$ cat config.mk
export PLATFORM = sky130hd
export DESIGN_NAME = ram_arbiter
export DESIGN_NICKNAME = d
export VERILOG_FILES = /design/src/rtl/ram_arbiter_pkg.sv /design/src/rtl/ram_arbiter_rr_arb2.sv /design/src/rtl/ram_arbiter.sv
export SDC_FILE = /design/constraint.sdc
export NUM_CORES = 1
export LEC_CHECK = 0
export ABC_AREA = 1
export BUFFER_PORTS_ARGS = -buffer_cell sky130_fd_sc_hd__buf_2
export CORE_AREA = 3 3 73 68
export DETAILED_ROUTE_END_ITERATION = 10
export DIE_AREA = 0 0 76 71
export GPL_ROUTABILITY_DRIVEN = 0
export PLACE_DENSITY = 0.86
export SLEW_MARGIN = 20
export SYNTH_ARGS = -nofsm -noshare
export SYNTH_HDL_FRONTEND = slang
export SYNTH_SLANG_ARGS = --single-unit
$ cat constraint.sdc
create_clock -name clk -period 1.1 [get_ports clk]
set_input_delay 0.11 -clock clk [delete_from_list [all_inputs] [get_ports clk]]
set_output_delay 0.11 -clock clk [all_outputs]
set_load 0.01 [all_outputs]
$ cat src/rtl/ram_arbiter_pkg.sv
// Shared defaults and FSM state encoding for the two-port RAM arbiter.
package ram_arbiter_pkg;

  localparam int unsigned DefAddrW = 6;
  localparam int unsigned DefDataW = 8;
  localparam int unsigned DefDepth = 2 ** DefAddrW;

  typedef enum logic [1:0] {
    StIdle  = 2'd0,
    StIssue = 2'd1,
    StRdata = 2'd2,
    StInit  = 2'd3
  } arb_state_e;

endpackage

$ cat src/rtl/ram_arbiter_rr_arb2.sv
// Two-way round-robin pick: a lone request wins, a tie goes to the one not granted last.
module rr_arb2 (
  input  logic [1:0] req,
  input  logic       last,
  output logic       winner
);

  // Combinational winner select.
  always_comb begin
    winner = 1'b0;
    case (req)
      2'b10:   winner = 1'b1;
      2'b11:   winner = ~last;
      default: winner = 1'b0;
    endcase
  end

endmodule

$ cat src/rtl/ram_arbiter.sv
// Arbitrates two requesters onto one synchronous single-port RAM (1-cycle read latency).
// Optional: define RAM_ARBITER_INIT_EN to zero the whole RAM after every reset.
module ram_arbiter
  import ram_arbiter_pkg::*;
#(
  parameter int unsigned ADDR_W = DefAddrW,
  parameter int unsigned DATA_W = DefDataW
) (
  input  logic              clk,
  input  logic              rst,
  input  logic              req0,
  input  logic              req1,
  input  logic              we0,
  input  logic              we1,
  input  logic [ADDR_W-1:0] addr0,
  input  logic [ADDR_W-1:0] addr1,
  input  logic [DATA_W-1:0] wdata0,
  input  logic [DATA_W-1:0] wdata1,
  output logic              gnt0,
  output logic              gnt1,
  output logic              rvalid0,
  output logic              rvalid1,
  output logic [DATA_W-1:0] rdata0,
  output logic [DATA_W-1:0] rdata1,
  output logic              ram_en,
  output logic              ram_we,
  output logic [ADDR_W-1:0] ram_addr,
  output logic [DATA_W-1:0] ram_din,
  input  logic [DATA_W-1:0] ram_dout,
  output logic              busy
);

  arb_state_e        state_q, state_d;
  logic              last_q, last_d;
  logic              win_q, win_d;
  logic              we_q, we_d;
  logic [ADDR_W-1:0] addr_q, addr_d;
  logic [DATA_W-1:0] wdata_q, wdata_d;
  logic [DATA_W-1:0] rdata0_q, rdata0_d;
  logic [DATA_W-1:0] rdata1_q, rdata1_d;
  logic              winner;
`ifdef RAM_ARBITER_INIT_EN
  logic [ADDR_W-1:0] init_addr_q, init_addr_d;
  logic              init_done_q, init_done_d;
`endif

  rr_arb2 u_rr_arb2 (
    .req    ({req1, req0}),
    .last   (last_q),
    .winner (winner)
  );

  // State, command latch, round-robin pointer and held read data.
  always_ff @(posedge clk or negedge rst) begin
    if (!rst) begin
      state_q  <= StIdle;
      last_q   <= 1'b1;  // requester 0 wins the first tie
      win_q    <= 1'b0;
      we_q     <= 1'b0;
      addr_q   <= '0;
      wdata_q  <= '0;
      rdata0_q <= '0;
      rdata1_q <= '0;
`ifdef RAM_ARBITER_INIT_EN
      init_addr_q <= '0;
      init_done_q <= 1'b0;
`endif
    end else begin
      state_q  <= state_d;
      last_q   <= last_d;
      win_q    <= win_d;
      we_q     <= we_d;
      addr_q   <= addr_d;
      wdata_q  <= wdata_d;
      rdata0_q <= rdata0_d;
      rdata1_q <= rdata1_d;
`ifdef RAM_ARBITER_INIT_EN
      init_addr_q <= init_addr_d;
      init_done_q <= init_done_d;
`endif
    end
  end

  // Next-state and output decode.
  always_comb begin
    state_d  = state_q;
    last_d   = last_q;
    win_d    = win_q;
    we_d     = we_q;
    addr_d   = addr_q;
    wdata_d  = wdata_q;
    rdata0_d = rdata0_q;
    rdata1_d = rdata1_q;
    gnt0     = 1'b0;
    gnt1     = 1'b0;
    rvalid0  = 1'b0;
    rvalid1  = 1'b0;
    ram_en   = 1'b0;
    ram_we   = 1'b0;
    ram_addr = '0;
    ram_din  = '0;
`ifdef RAM_ARBITER_INIT_EN
    init_addr_d = init_addr_q;
    init_done_d = init_done_q;
`endif
    unique case (state_q)
      StIdle: begin
`ifdef RAM_ARBITER_INIT_EN
        // Reset holds us in IDLE with outputs quiet; the clear sweep starts on the first edge.
        if (!init_done_q) begin
          state_d = StInit;
        end else
`endif
        if (req0 || req1) begin
          win_d   = winner;
          we_d    = winner ? we1 : we0;
          addr_d  = winner ? addr1 : addr0;
          wdata_d = winner ? wdata1 : wdata0;
          state_d = StIssue;
        end
      end
      StIssue: begin
        ram_en   = 1'b1;
        ram_we   = we_q;
        ram_addr = addr_q;
        ram_din  = wdata_q;
        gnt0     = ~win_q;
        gnt1     = win_q;
        last_d   = win_q;
        state_d  = we_q ? StIdle : StRdata;
      end
      StRdata: begin
        rvalid0 = ~win_q;
        rvalid1 = win_q;
        if (win_q) rdata1_d = ram_dout;
        else       rdata0_d = ram_dout;
        state_d = StIdle;
      end
      StInit: begin
`ifdef RAM_ARBITER_INIT_EN
        ram_en      = 1'b1;
        ram_we      = 1'b1;
        ram_addr    = init_addr_q;
        init_addr_d = init_addr_q + 1'b1;
        if (init_addr_q == {ADDR_W{1'b1}}) begin
          init_done_d = 1'b1;
          state_d     = StIdle;
        end
`else
        state_d = StIdle;
`endif
      end
      default: state_d = StIdle;
    endcase
    // Read data is live during the return cycle and held afterwards.
    rdata0 = rdata0_d;
    rdata1 = rdata1_d;
  end

  assign busy = (state_q != StIdle);

endmodule

* Yosys cells after proc, flatten, opt, wreduce, memory -nomap -nowiden
Cells that the tools add are included.
Storage, ports and cells: register bits after elaboration 35, bits of input ports 42, output and inout port bits 37, word-level logic and storage cells 40
Cells by class: eq/ne operators 6, mux-type cells 19, bitwise operators 2, reductions and logical operators 5
Operators by type and width (number):
- two-way mux 8 bit | 6
- two-way mux 6 bit | 2
- == test 2 bit (second input constant) | 4
- two-way mux 1 bit | 7
- case mux 2 bit (3 select lines) | 1
- two-way mux 2 bit | 2
- == test 2 x 1 -> 1 bit (second input constant) | 1
- zero test 2 bit | 1
- != test 2 bit (second input constant) | 1
- inverter 1 bit | 2
- case mux 1 bit (2 select lines) | 1
- AND reduction 2 bit | 1
- nonzero test 2 bit | 1
- OR reduction 2 bit | 1
- logical OR 1 bit | 1

* Logic depth before layout (Yosys ltp)
word-level depth 3, mapped depth 6, depth with buffers taken out 5

* Hierarchy
From an unflattened synthesis, not the netlist that was laid out.
Unflattened totals: cells, all modules 239, area total of the unflattened synthesis 1700.4 um^2
By module, submodules not included:
- ram_arbiter | times used 1, cells an instance 237, area an instance 1687.9 um^2, seq. area each 877.1 um^2
- rr_arb2 | times used 1, cells an instance 2, area an instance 12.5 um^2, seq. area each 0.0 um^2

* Worst setup path before layout
OpenSTA, ideal clock, no wires.
path kind register -> register, from register state_q[0], to register rdata0_q[0], setup time 0.148 ns, arrival time 1.138 ns, data required time 0.952 ns, setup slack -0.185 ns, stages on the path, launching flop included 5, period minus slack after synthesis 1.285 ns, path through dfrtp_1 > nor2_2 > nand2_2 > buf_2 > o21ai_0
On the way: word-level cells in the longest chain between the ends 2
Ends and longest elaborated chain:
- start, declared | line ram_arbiter.sv:33 | arb_state_e state_q, state_d;
- start signal, assigned | line ram_arbiter.sv:56 | state_q <= StIdle;
- start signal, assigned | line ram_arbiter.sv:69 | state_q <= state_d;
- == test 2 bit | line ram_arbiter.sv:106 | unique case (state_q)
- two-way mux 8 bit | line ram_arbiter.sv:106
- via rdata0[0] | line ram_arbiter.sv:23 | output logic [DATA_W-1:0] rdata0,
- end signal, assigned | line ram_arbiter.sv:75 | rdata0_q <= rdata0_d;
- end, declared | line ram_arbiter.sv:39 | logic [DATA_W-1:0] rdata0_q, rdata0_d;
The timed path passes the listed nets, and every way through them passes these cells. A chain may end at the register's enable or synchronous reset.

* Worst setup path after layout
from register state_q[1], to output port rdata1[3]
On the way: word-level cells in the longest chain between the ends 2
Ends and longest elaborated chain:
- == test 2 bit | line ram_arbiter.sv:106
- two-way mux 8 bit | line ram_arbiter.sv:106
- end, declared | line ram_arbiter.sv:24 | output logic [DATA_W-1:0] rdata1,
Every way passes these cells.

==> summary.txt <==
Status
  – Outcome: finished, violations left
  – Failing checks: setup timing

Global routing
  – Total track usage: 19.2%
  – Largest net degree at the start of global routing: 25
  – Initial antenna violation count: 0
  – First-pass GRT wire length: 8180 um
  – Vias in the first global route: 1849
  – Global route total overflow: 0

Logic synthesis
  – Post-synthesis mux area share: 0%
  – Count leader, synth: nand2_1
  – Number of synthesized flops with an enable pin: 0
  – Top_reg_cell synth: dfrtp_1
  – Synth Register Bits: 35
  – Gate Count Post-Synth: 243
  – Largest family of logic cells by synthesized area: simple AND/OR/NAND/NOR gates
  – Asr flop ratio synth: 100%
  – Netlist cell types: 15
  – Post-Syn Area: 0.00178 mm2
  – Synth warn: 0
  – Synth Area in XOR/XNOR: 0%
  – Simple-gate share of the synthesized area: 28.9%
  – Synth Area in Compound Gates: 5.69%
  – Syn_area_per_cell: 7.33 um2
  – Post-synth top cells: nand2_1, inv_1, dfrtp_1
  – Adder-Cell Fraction of Synth Area: 0%
  – Post-synth top area share: 47.8%
  – Post-Syn Nets: 285
  – Post-synth top area cell: dfrtp_1
  – Synth top area cells: dfrtp_1, nand2_1, inv_1
  – Post-synthesis sequential area ratio: 49.2%

Floorplanning
  – Die H: 71 um
  – Top Ports: 79
  – Core Region: 0.00435 mm2
  – # rows: 23
  – Die W: 76 um
  – Initial core utilization: 41.0%
  – Total die area: 0.00540 mm2

Critical path
  – CP Capture Point: rdata1[3]
  – Worst reg-to-reg path cell count: 7
  – Crit path from: state_q[1]
  – Critical Path Fanout Max: 9
  – Crit path arrival time: 1.42 ns
  – Worst r2r src: state_q[0]
  – Setup crit start kind: flop
  – Critical path type: reg -> out
  – Worst R2R Setup Slack: -0.13 ns
  – Worst path required time: 0.99 ns
  – Worst r2r dst: wdata_q[0]
  – CP Capture Type: output pin

Timing
  – Final count of negative-setup-slack endpoints: 58
  – Tmin final: 1.53 ns
  – Final hold slack: 0.113 ns
  – Setup WS post-layout: -0.430 ns
  – Hold Violations, Final: 0
  – Rel. slew slack: 69.8%
  – Fin crit share: 139%
  – Max Transition Viols Final: 0
  – Fin Clk Skew: 0.0123 ns
  – RSZ-0062 raised after global routing: true
  – Fmax: 654 MHz
  – Worst-margin pin slew: 0.453 ns

Clock network
  – Clk_lat worst skew: 0.29 ns
  – Root Buffer: clkbuf_8
  – H-tree depth: 2
  – Clock buffer depth: 2
  – Clk pin slew, worst setup/hold paths: 0.07 ns
  – Cts bufs inserted: 5
  – TritonCTS clock tree: built
  – Clock sink count: 35

Cells and area
  – Area added between synthesis and finish: 58.5%
  – Nets: 386
  – Layout cells sized above 1: 47.0%
  – Layout Cells excl Fill: 407
  – Area of the multi-input gates: 913 um2
  – Register area: 878 um2
  – Fillcell total: 350
  – Design Area, Final: 0.00282 mm2
  – Diodes inserted: 0

Place
  – DP Worst Slack: -0.204 ns
  – Placed Cells: 392
  – I/O Buffers: 78
  – Placed Area: 0.00235 mm2
  – Post-DP HPWL: 3360 um

Min path
  – Worst hold-check path type: in -> reg

Detailed routing
  – Post-route ant nets: 0
  – TritonRoute pass-1 iters: 4
  – Starting DRT DRC Count: 105
  – Vias: 1851
  – WL/cell: 12.8 um
  – Remaining DRCs: 0
  – Vias per cell: 4.55
  – Final WL: 5200 um

Pwr
  – Leak Pwr: 1.62 nW
  – Pwr Density: 2900 mW/mm2
  – Max rail drop VDD: 1.00 mV

Job
  – Max-cap violations: 0
==> layout by cell type, fill, tap and decap left out, types with 2 or more instances in the layout <==
cell | netlist | routed
nor2_2 | 1 | 6
buf_2 | 5 | 71
buf_4 | 1 | 14
buf_12 | 0 | 2
o21ai_2 | 0 | 12
buf_6 | 3 | 12
nand2_8 | 0 | 4
nand2_1 | 64 | 47
dfrtp_1 | 34 | 33
nor2_1 | 22 | 14
o21ai_4 | 1 | 6
nor2_4 | 1 | 4
clkbuf_8 | 0 | 5
nand3_1 | 30 | 30
nand2_4 | 0 | 9
nand2_2 | 4 | 10
inv_1 | 59 | 56
inv_2 | 0 | 2
==> metrics by stage <==
| stage | utilization (%) | power (mW) | setup TNS (ns) |
|---|---|---|---|
| final | 65.0 | 8.20 | -15.20 |
| after global routing | 65.0 | 8.81 | -20.04 |
| after CTS | 60.4 | 7.38 | -14.55 |
| after detailed placement | 54.0 | 5.79 | -5.27 |
| after global placement | 54.0 | 5.66 | -3.59 |
| after floorplan | - | 4.30 | -1.56 |
==> logic make-up (layout without fill, tap and decap cells) <==
logic type,after synthesis,in the layout
AOI/OAI and AO/OA,18,19
DFF,35,35
and+or+nand+nor,122,124
buffers and inverters,68,167
==> registers in the layout (all words and copies together) (netlist names) <==
name      flops
rdata0_q      8
rdata1_q      8
wdata_q       8
addr_q        6
state_q       2
last_q        1
we_q          1
win_q         1
==> power breakdown <==
group          internal (mW)  total, mW  switching, mW
Sequential              1.97       2.41          0.443
Combinational           2.19       4.87           2.69
Clock                  0.442      0.916          0.474
==> how the worst min path moves through the flow <==
stage / slack (ns) / cells past startpoint / from / end
finish: 0.11 / 5 / addr0[0] / addr_q[0]
global route: 0.11 / 3 / ram_dout[5] / rdata0_q[5]
CTS: 0.08 / 3 / ram_dout[5] / rdata0_q[5]
detailed placement: 0.02 / 1 / rst / rdata1_q[5]
global placement: 0.01 / 1 / rst / rdata1_q[5]
floorplan: -0.19 / 0 / rst / addr_q[0]
==> critical path: stages (launching register included) <==
cell,delay (ns)
dfrtp_1,0.36
inv_2,0.06
nor2_4,0.12
buf_12,0.16
nand2_8,0.10
o21ai_2,0.17
buf_2,0.16
==> timing repair <==
| item | CTS | global route |
|---|---|---|
| hold buffers | 1 | 0 |
| setup endpoints to repair | 64 | 69 |
| hold endpoints to repair | 35 | 0 |
| setup buffers | 1 | 2 |
| gates resized for setup | 38 | 41 |
| gates cloned | 2 | 1 |
| pin swaps | 3 | 1 |
==> metal layers <==
layer  part of all wire [%]  routed length [um]  global-route usage (%)  vias to the layer above
met3                    4.8                 252                    6.23                       11
met2                     52                2720                    33.4                       56
li1                       -                   -                       -                      922
met1                     41                2120                    22.4                      862
met5                      0                   0                       0                        -
met4                    2.1                 108                    6.84                        0
==> area by class of cell <==
| class | count | share of cell area, % |
|---|---|---|
| Inverter | 59 | 7.93 |
| Tap cell | 62 | 2.75 |
| Timing Repair Buffer | 100 | 22.9 |
| Clock inverter | 2 | 0.443 |
| Clock buffer | 6 | 2.57 |
| Sequential cell | 35 | 31.1 |
| Multi-Input combinational cell | 143 | 32.3 |
Power figures use the tool's default switching activity.
